`config.mk`:
```
export PLATFORM = sky130hd
export DESIGN_NAME = lcd_shadow_refresher
export DESIGN_NICKNAME = d
export VERILOG_FILES = /design/src/rtl/lcd_shadow_refresher.sv
export SDC_FILE = /design/constraint.sdc
export NUM_CORES = 1
export LEC_CHECK = 0
export CORE_ASPECT_RATIO = 0.6
export CORE_MARGIN = 3
export CORE_UTILIZATION = 30
export DETAILED_ROUTE_END_ITERATION = 8
export PLACE_DENSITY = 0.44
export SYNTH_ARGS = -nofsm -noshare
export SYNTH_HDL_FRONTEND = slang
export SYNTH_SLANG_ARGS = --single-unit
```
`constraint.sdc`:
```
create_clock -name clk -period 5 [get_ports clk]
set_input_delay 1 -clock clk [delete_from_list [all_inputs] [get_ports clk]]
set_output_delay 1 -clock clk [all_outputs]
set_load 0.03 [all_outputs]
```
`src/rtl/lcd_shadow_refresher.sv`:
```
// Avalon-MM master that repaints a 16x2 character LCD from a 32-byte shadow buffer.
// Hides slave init time and waitrequest handshakes from the host write port.
module lcd_shadow_refresher #(
   parameter int INIT_CYCLES = 1000000,
   parameter int GAP_CYCLES  = 1
) (
   input  logic       clk,
   input  logic       reset_n,
   input  logic       host_we,
   input  logic [4:0] host_addr,
   input  logic [7:0] host_wdata,
   input  logic       refresh_req,
   output logic       busy,
   output logic       refresh_done,
   output logic       m_address,
   output logic       m_chipselect,
   output logic       m_write,
   output logic       m_read,
   output logic [7:0] m_writedata,
   input  logic       m_waitrequest
);

   localparam int ICW = (INIT_CYCLES > 1) ? $clog2(INIT_CYCLES) : 1;
   localparam int GCW = (GAP_CYCLES > 1) ? $clog2(GAP_CYCLES) : 1;
   localparam logic [ICW-1:0] INIT_LAST = ICW'(INIT_CYCLES - 1);
   localparam logic [GCW-1:0] GAP_LAST  = GCW'(GAP_CYCLES - 1);

   localparam logic [2:0] S_INIT_WAIT = 3'd0;
   localparam logic [2:0] S_IDLE      = 3'd1;
   localparam logic [2:0] S_ISSUE     = 3'd2;
   localparam logic [2:0] S_GAP       = 3'd3;
   localparam logic [2:0] S_DONE      = 3'd4;

   logic [2:0]     r_state;
   logic [ICW-1:0] r_init_cnt;
   logic [GCW-1:0] r_gap_cnt;
   logic [5:0]     r_step;
   logic           r_dirty;
   logic [7:0]     r_shadow [32];
   logic           r_addr;
   logic [7:0]     r_wdata;

   logic       w_host_evt;
   logic [5:0] w_load_step;
   logic [4:0] w_idx;
   logic       w_load_addr;
   logic [7:0] w_load_data;

   assign w_host_evt = host_we | refresh_req;

   // Address/data for the step about to enter ISSUE; latched so that later
   // host writes cannot disturb an access the slave has not yet accepted.
   always_comb begin
      w_load_step = (r_state == S_GAP) ? r_step + 6'd1 : '0;
      w_idx       = (w_load_step <= 6'd16) ? 5'(w_load_step - 6'd1) : 5'(w_load_step - 6'd2);
      w_load_addr = 1'b1;
      w_load_data = r_shadow[w_idx];
      if (w_load_step == 6'd0) begin
         w_load_addr = 1'b0;
         w_load_data = 8'h80;
      end else if (w_load_step == 6'd17) begin
         w_load_addr = 1'b0;
         w_load_data = 8'hC0;
      end
   end

   always_ff @(posedge clk or negedge reset_n) begin
      if (!reset_n) begin
         for (int unsigned i = 0; i < 32; i++) r_shadow[i] <= 8'h20;
      end else if (host_we) begin
         r_shadow[host_addr] <= host_wdata;
      end
   end

   always_ff @(posedge clk or negedge reset_n) begin
      if (!reset_n) begin
         r_state    <= S_INIT_WAIT;
         r_init_cnt <= '0;
         r_gap_cnt  <= '0;
         r_step     <= '0;
         r_dirty    <= 1'b1;
         r_addr     <= 1'b0;
         r_wdata    <= '0;
      end else begin
         r_dirty <= r_dirty | w_host_evt;
         case (r_state)
            S_INIT_WAIT: begin
               if (r_init_cnt == INIT_LAST) r_state <= S_IDLE;
               else                         r_init_cnt <= r_init_cnt + 1'b1;
            end
            S_IDLE: begin
               if (r_dirty) begin
                  r_state <= S_ISSUE;
                  r_step  <= '0;
                  r_dirty <= w_host_evt;
                  r_addr  <= w_load_addr;
                  r_wdata <= w_load_data;
               end
            end
            S_ISSUE: begin
               if (!m_waitrequest) begin
                  r_gap_cnt <= '0;
                  r_state   <= (r_step == 6'd33) ? S_DONE : S_GAP;
               end
            end
            S_GAP: begin
               if (r_gap_cnt == GAP_LAST) begin
                  r_state <= S_ISSUE;
                  r_step  <= w_load_step;
                  r_addr  <= w_load_addr;
                  r_wdata <= w_load_data;
               end else begin
                  r_gap_cnt <= r_gap_cnt + 1'b1;
               end
            end
            S_DONE:  r_state <= S_IDLE;
            default: r_state <= S_IDLE;
         endcase
      end
   end

   assign busy         = (r_state != S_IDLE);
   assign refresh_done = (r_state == S_DONE);
   assign m_chipselect = (r_state == S_ISSUE);
   assign m_write      = m_chipselect;
   assign m_read       = 1'b0;
   assign m_address    = r_addr;
   assign m_writedata  = r_wdata;

endmodule

```
# == Word level (Yosys, flattened, before mapping) ==
# Index checks and enable logic that the tools add are counted.
# word_totals
regBits,296
in_bits,18
out_inout_bits,14
wordCells,106
# op_classes
add_sub_neg,5
magnitude_cmp,4
n_eq_ne,12
mux,32
n_bitwise,5
reduce_logical,9
# op_table
operator,n
bitwise mux 256 bit,1
two-way mux 8 bit,7
binary-select mux 8 bit (select 5 bit),1
demux 8 bit (select 5 bit),1
"adder 20 x 1 -> 20 bit, second input constant",1
"== test 20 bit, second input constant",1
two-way mux 6 bit,3
case mux 8 bit (2 select lines),1
two-way mux 3 bit,5
">= comparator 6 bit, second input constant",2
inverter 5 -> 6 bit,2
case mux 3 bit (4 select lines),1
case mux 6 bit (2 select lines),1
two-way mux 1 bit,8
"inequality test 2 bit, second input constant",4
"adder 6 x 1 -> 6 bit, second input constant",1
"== test 3 x 2 -> 1 bit, second input constant",2
"== test 6 x 5 -> 1 bit, second input constant",1
"== test 6 bit, second input constant",1
"less-or-equal comparator 6 x 5 -> 1 bit, second input constant",1
logical NOT 6 bit,1
"less-than comparator 6 x 1 -> 1 bit, second input constant",1
two-way mux 5 bit,1
"subtractor 5 x 1 -> 5 bit, second input constant",1
other kinds (14),18

# == Longest topological paths before layout ==
# logic_depth
depth_word,12
mapped_depth,16
ltp_nobuf,13

# == Worst setup path before layout ==
# OpenSTA, ideal clock, no wires.
# synth_timing
kind,register to register
from,register r_step[1]
to,"register r_wdata[6], in the netlist m_writedata[6]"
setup_time_ns,0.120
arrival_ns,3.580
required_time_ns,4.880
setup_slack_ns,1.300
stages_incl_launch_ff,15
n_path_buf,1
period_less_slack_ns,3.700
path_cell_list,dfrtp_1 > inv_1 > ha_1 > or2_2 > ha_1 > or3b_1 > a21oi_2 > o311a_2 > nor2_1 > mux2i_1 > buf_2 > mux4_2 > mux2i_1 > a41oi_1 > o211a_1
# synth_between
elab_chain_len,12
elab_cells_between_ends,17
classes_between,3 x add/sub; 1 x order compare; 1 x eq/ne; 10 x mux; 1 x bitwise; 1 x reduce/logical
# synth_rtl
element,line_no,source
from (decl),37,logic [5:0] r_step;
from (signal assigned),109,r_step <= w_load_step;
adder 6 x 1 -> 6 bit *,54,w_load_step = (r_state == S_GAP) ? r_step + 6'd1 : '0;
two-way mux 6 bit *,54,
"subtractor 5 x 2 -> 5 bit, or another cell as far along",55,w_idx = (w_load_step <= 6'd16) ? 5'(w_load_step - 6'd1) : 5'(w_load_step - 6'd2);
two-way mux 5 bit,55,
inverter 5 -> 6 bit (implied by the code),57,w_load_data = r_shadow[w_idx];
binary-select mux 8 bit (select 5 bit),57,
two-way mux 8 bit (implied by the code) (2 in a row),57,
two-way mux 8 bit,61,end else if (w_load_step == 6'd17) begin
two-way mux 8 bit *,58,if (w_load_step == 6'd0) begin
"two-way mux 8 bit, on equally long branches","107, 92",
case mux 8 bit (2 select lines) *,86,case (r_state)
to (signal assigned),97,r_wdata <= w_load_data;
to (signal assigned),111,r_wdata <= w_load_data;
to (decl),41,logic [7:0] r_wdata;
# Mark *: on every way between the ends. The rest lies on a longest branch, timed or not. The select of a mux whose other input is x is not followed.
# A chain may end at the register's enable or synchronous reset.

# == Worst setup path in the final report ==
# layout_timing
from,register r_step[1]
to,"register r_wdata[5], in the netlist m_writedata[5]"
# The elaborated chain is that of the path after synthesis.

==> results.sh <==
export IMPL_synth_edf_count=0
export IMPL_syn_nets=1095
export IMPL_die_h_um=175
export IMPL_cp_cell_sequence="inv_1 -> ha_1 -> or2_2 -> ha_1 -> or3b_1 -> a21oi_2 -> o311a_2 -> o211ai_4 -> buf_12 -> mux2_2 -> nor2_1 -> a211oi_1 -> a211oi_1 -> o41ai_2"
export IMPL_start_kind="flop"
export IMPL_worstMarginPinSlew_ps=1190
export IMPL_run_status="finished, final reports clean"
export IMPL_required_ps=5440
export IMPL_hold_class="input pin to async pin"
export IMPL_grt_pass1_wl_um=61200
export IMPL_syn_area_per_cell_um2=13.3
export IMPL_cts_tree="yes"
export IMPL_numCtsBuffers=31
export IMPL_crit_fanout=46
export IMPL_critPathKind="flop to flop"
export IMPL_finalHoldViolations=0
export IMPL_dieArea_um2=50200
export IMPL_fin_cells=1757
export IMPL_htreeDepth=1
export IMPL_grt_max_degree=103
export IMPL_cts_hold_buffers=0
export IMPL_ys_seq_area_share_pct=52.1
export IMPL_first_pass_iters=4
export IMPL_yosys_top_cells_area="dfrtp_1 46%, mux2_2 22%, dfstp_2 6.1%, mux4_2 4.6%, mux2i_1 4.4%"
export IMPL_dp_hpwl_um=27000
export IMPL_grt_usage_pct=16.1
export IMPL_finalSetupTns_ps=0
export IMPL_max_freq_mhz=227
export IMPL_wire_per_inst_um=22.8
export IMPL_port_buffer_count=30
export IMPL_initial_core_util_pct=30.6
export IMPL_syn_inst=1069
export IMPL_ys_flop_type="dfrtp_1"
export IMPL_gp_congestion=0.812
export IMPL_crit_arrival_ps=4850
export IMPL_coreArea_um2=46600
export IMPL_final_setup_viol_count=0
export IMPL_slew_limit_headroom_pct=20.2
export IMPL_rsz0062_at_grt="no"
export IMPL_layout_drive_gt1_share_pct=39.6
export IMPL_nets=1128
export IMPL_async_flop_share_pct=100
export IMPL_row_count=61
export IMPL_cts_sinks=295
export IMPL_cp_end_kind="flop"
export IMPL_clockBufferDepth=3
export IMPL_synth_seq_cells=295
export IMPL_netlist_area_um2=14200
export IMPL_grt_overflow_total=0
export IMPL_via_per_inst=5.05
export IMPL_dp_cells=1699
export IMPL_yosys_cell_types_count=73
export IMPL_antenna_found_initial=0
export IMPL_clk_pin_slew_ps=60
export IMPL_fp_dieW_um=287
export IMPL_vias=8877
export IMPL_cts_setup_buffers=0
export IMPL_postRouteAntennaNets=0
export IMPL_clk_latency_ps=580
export IMPL_yosysWarnings=0
export IMPL_p_per_area_nw_per_um2=650
export IMPL_fillers=4618
export IMPL_max_stage_delay_ps=490
export IMPL_ir_worst_vdd_v=0.000965
export IMPL_grt_pass1_vias=8921
export IMPL_antenna_cells=0
export IMPL_drtIter0Drc=664
export IMPL_final_period_utilization_pct=88.1
export IMPL_cts_resized=0
export IMPL_drv_cap=0
export IMPL_synth_area_leader_cell="dfrtp_1"
export IMPL_p_leak_nw=7.15
export IMPL_maxSlewViolCount=0
export IMPL_timing_final_crit_period_ps=4410
export IMPL_cts_root_buf="clkbuf_16"
export IMPL_netlist_area_leader_share_pct=46.0
export IMPL_crit_slowest_cell="o311a_2"
export IMPL_area_delta_synth_final_pct=15.0
export IMPL_skew_ps=11.8
export IMPL_routed_wirelength_um=40100
export IMPL_drc=0
export IMPL_ios=32
[final timing paths]
| path | start | endpoint | slack, ps | depth (start not counted) |
|---|---|---|---|---|
| max | r_step[1]$_DFFE_PN0P_ | m_writedata[5]$_DFFE_PN0P_ | 590 | 14 |
| min reg2reg | r_init_cnt[18]$_DFFE_PN0P_ | r_init_cnt[18]$_DFFE_PN0P_ | 470 | 1 |
| max in group asynchronous | reset_n | r_dirty$_DFF_PN1_ | 3550 | 2 |
| min | reset_n | r_shadow[243]$_DFFE_PN0P_ | 420 | 1 |
| max reg2reg | r_step[1]$_DFFE_PN0P_ | m_writedata[5]$_DFFE_PN0P_ | 590 | 14 |
| min in group clk | r_init_cnt[18]$_DFFE_PN0P_ | r_init_cnt[18]$_DFFE_PN0P_ | 470 | 1 |
[cell usage after synthesis (all sizes together) (12+ instances only)]
| cell | instances |
|---|---|
| nand2 | 79 |
| nor2 | 33 |
| xnor2 | 17 |
| clkbuf | 39 |
| mux2 | 275 |
| o21ai | 27 |
| dfstp | 33 |
| buf | 27 |
| mux4 | 29 |
| mux2i | 64 |
| o22ai | 12 |
| dfrtp | 262 |
| nand3 | 23 |
[where the power goes]
part	switching [mW]	internal, mW	leakage, nW
clock network	1.01	1.35	0.500
logic	2.94	2.18	2.94
registers	0.298	2.88	3.71
total	4.24	6.41	7.15
[worst max-delay path: cells and delay by family, from the launching register on]
| kind | cells | cell delay, ps |
|---|---|---|
| buffers and inverters | 2 | 430 |
| multiplexers | 1 | 380 |
| AND/OR/NAND/NOR | 3 | 860 |
| adder cells (fa/ha/maj) | 2 | 560 |
| AO/OA/AOI/OAI | 6 | 1560 |
| flip-flops | 1 | 460 |
[cell families (layout without fill, tap and decap cells)]
logic type	after synthesis	count (layout)	synth area share, %
flops	295	295	52.1
other cells	1	1	0.0263
fa+ha+maj	8	8	0.703
xor+xnor	23	23	1.41
compound gates	100	100	5.22
buf+inv	76	134	2.51
simple gates	198	198	7.06
mux	368	368	30.9
[registers in the layout (all words and copies together) (netlist names)]
| signal | count |
|---|---|
| m_address | 1 |
| m_writedata | 8 |
| r_dirty | 1 |
| r_init_cnt | 20 |
| r_shadow | 256 |
| r_state | 3 |
| r_step | 6 |
[metal layers]
metal | track usage, % | up-vias | share of wire (%)
met2 | 20.8 | 146 | 38
met5 | 0 | - | 0
met3 | 3.31 | 37 | 4.5
met4 | 2.67 | 0 | 1.4
met1 | 26.9 | 4702 | 56
li1 | - | 3992 | -
[layout make-up]
type | instances | area [um^2] | area share [%]
Inverter | 10 | 37.5 | 0.229
Timing Repair Buffer | 66 | 633 | 3.87
Multi-Input combinational cell | 698 | 6460 | 39.5
Sequential cell | 295 | 7420 | 45.3
Clock buffer | 49 | 946 | 5.78
Clock inverter | 9 | 78.8 | 0.481
Tap cell | 630 | 788 | 4.81
[cells in the final DEF (no fill, tap or decap), types with 3 or more instances in the layout]
cell type        count
mux2_2             275
dfrtp_1            262
nand2_1             79
mux2i_1             63
nor2_1              33
clkbuf_16           33
dfstp_2             33
buf_4               31
mux4_2              29
clkdlybuf4s50_1     28
o21ai_0             25
nand3_1             20
xnor2_1             17
o22ai_1             12
inv_1               10
nor3_1              10
clkbuf_1            10
a21oi_1              9
and3_1               8
ha_1                 8
nand4_1              7
nor3b_1              6
xor2_1               6
o221ai_1             6
o31ai_2              6
clkbuf_8             6
nand3b_1             5
a221o_1              5
clkinv_2             5
buf_12               5
a21o_1               4
a31oi_1              4
a211o_1              3
or3_1                3
and2_1               3
[per-stage QoR]
stage          hold WS [ps]  utilization, %  cell area [um^2]  power [mW]  setup slack [ps]
2_1_floorplan           442               -             14200        6.53              1300
3_3_place_gp            458            33.0             15300        8.30               732
3_5_place_dp            464            33.0             15300        8.30               714
4_1_cts                 476            35.2             16400        10.7               680
5_1_grt                 488            35.2             16400        11.2               477
6_report                419            35.2             16400        10.6               595
(Power assumes the default switching activity.)
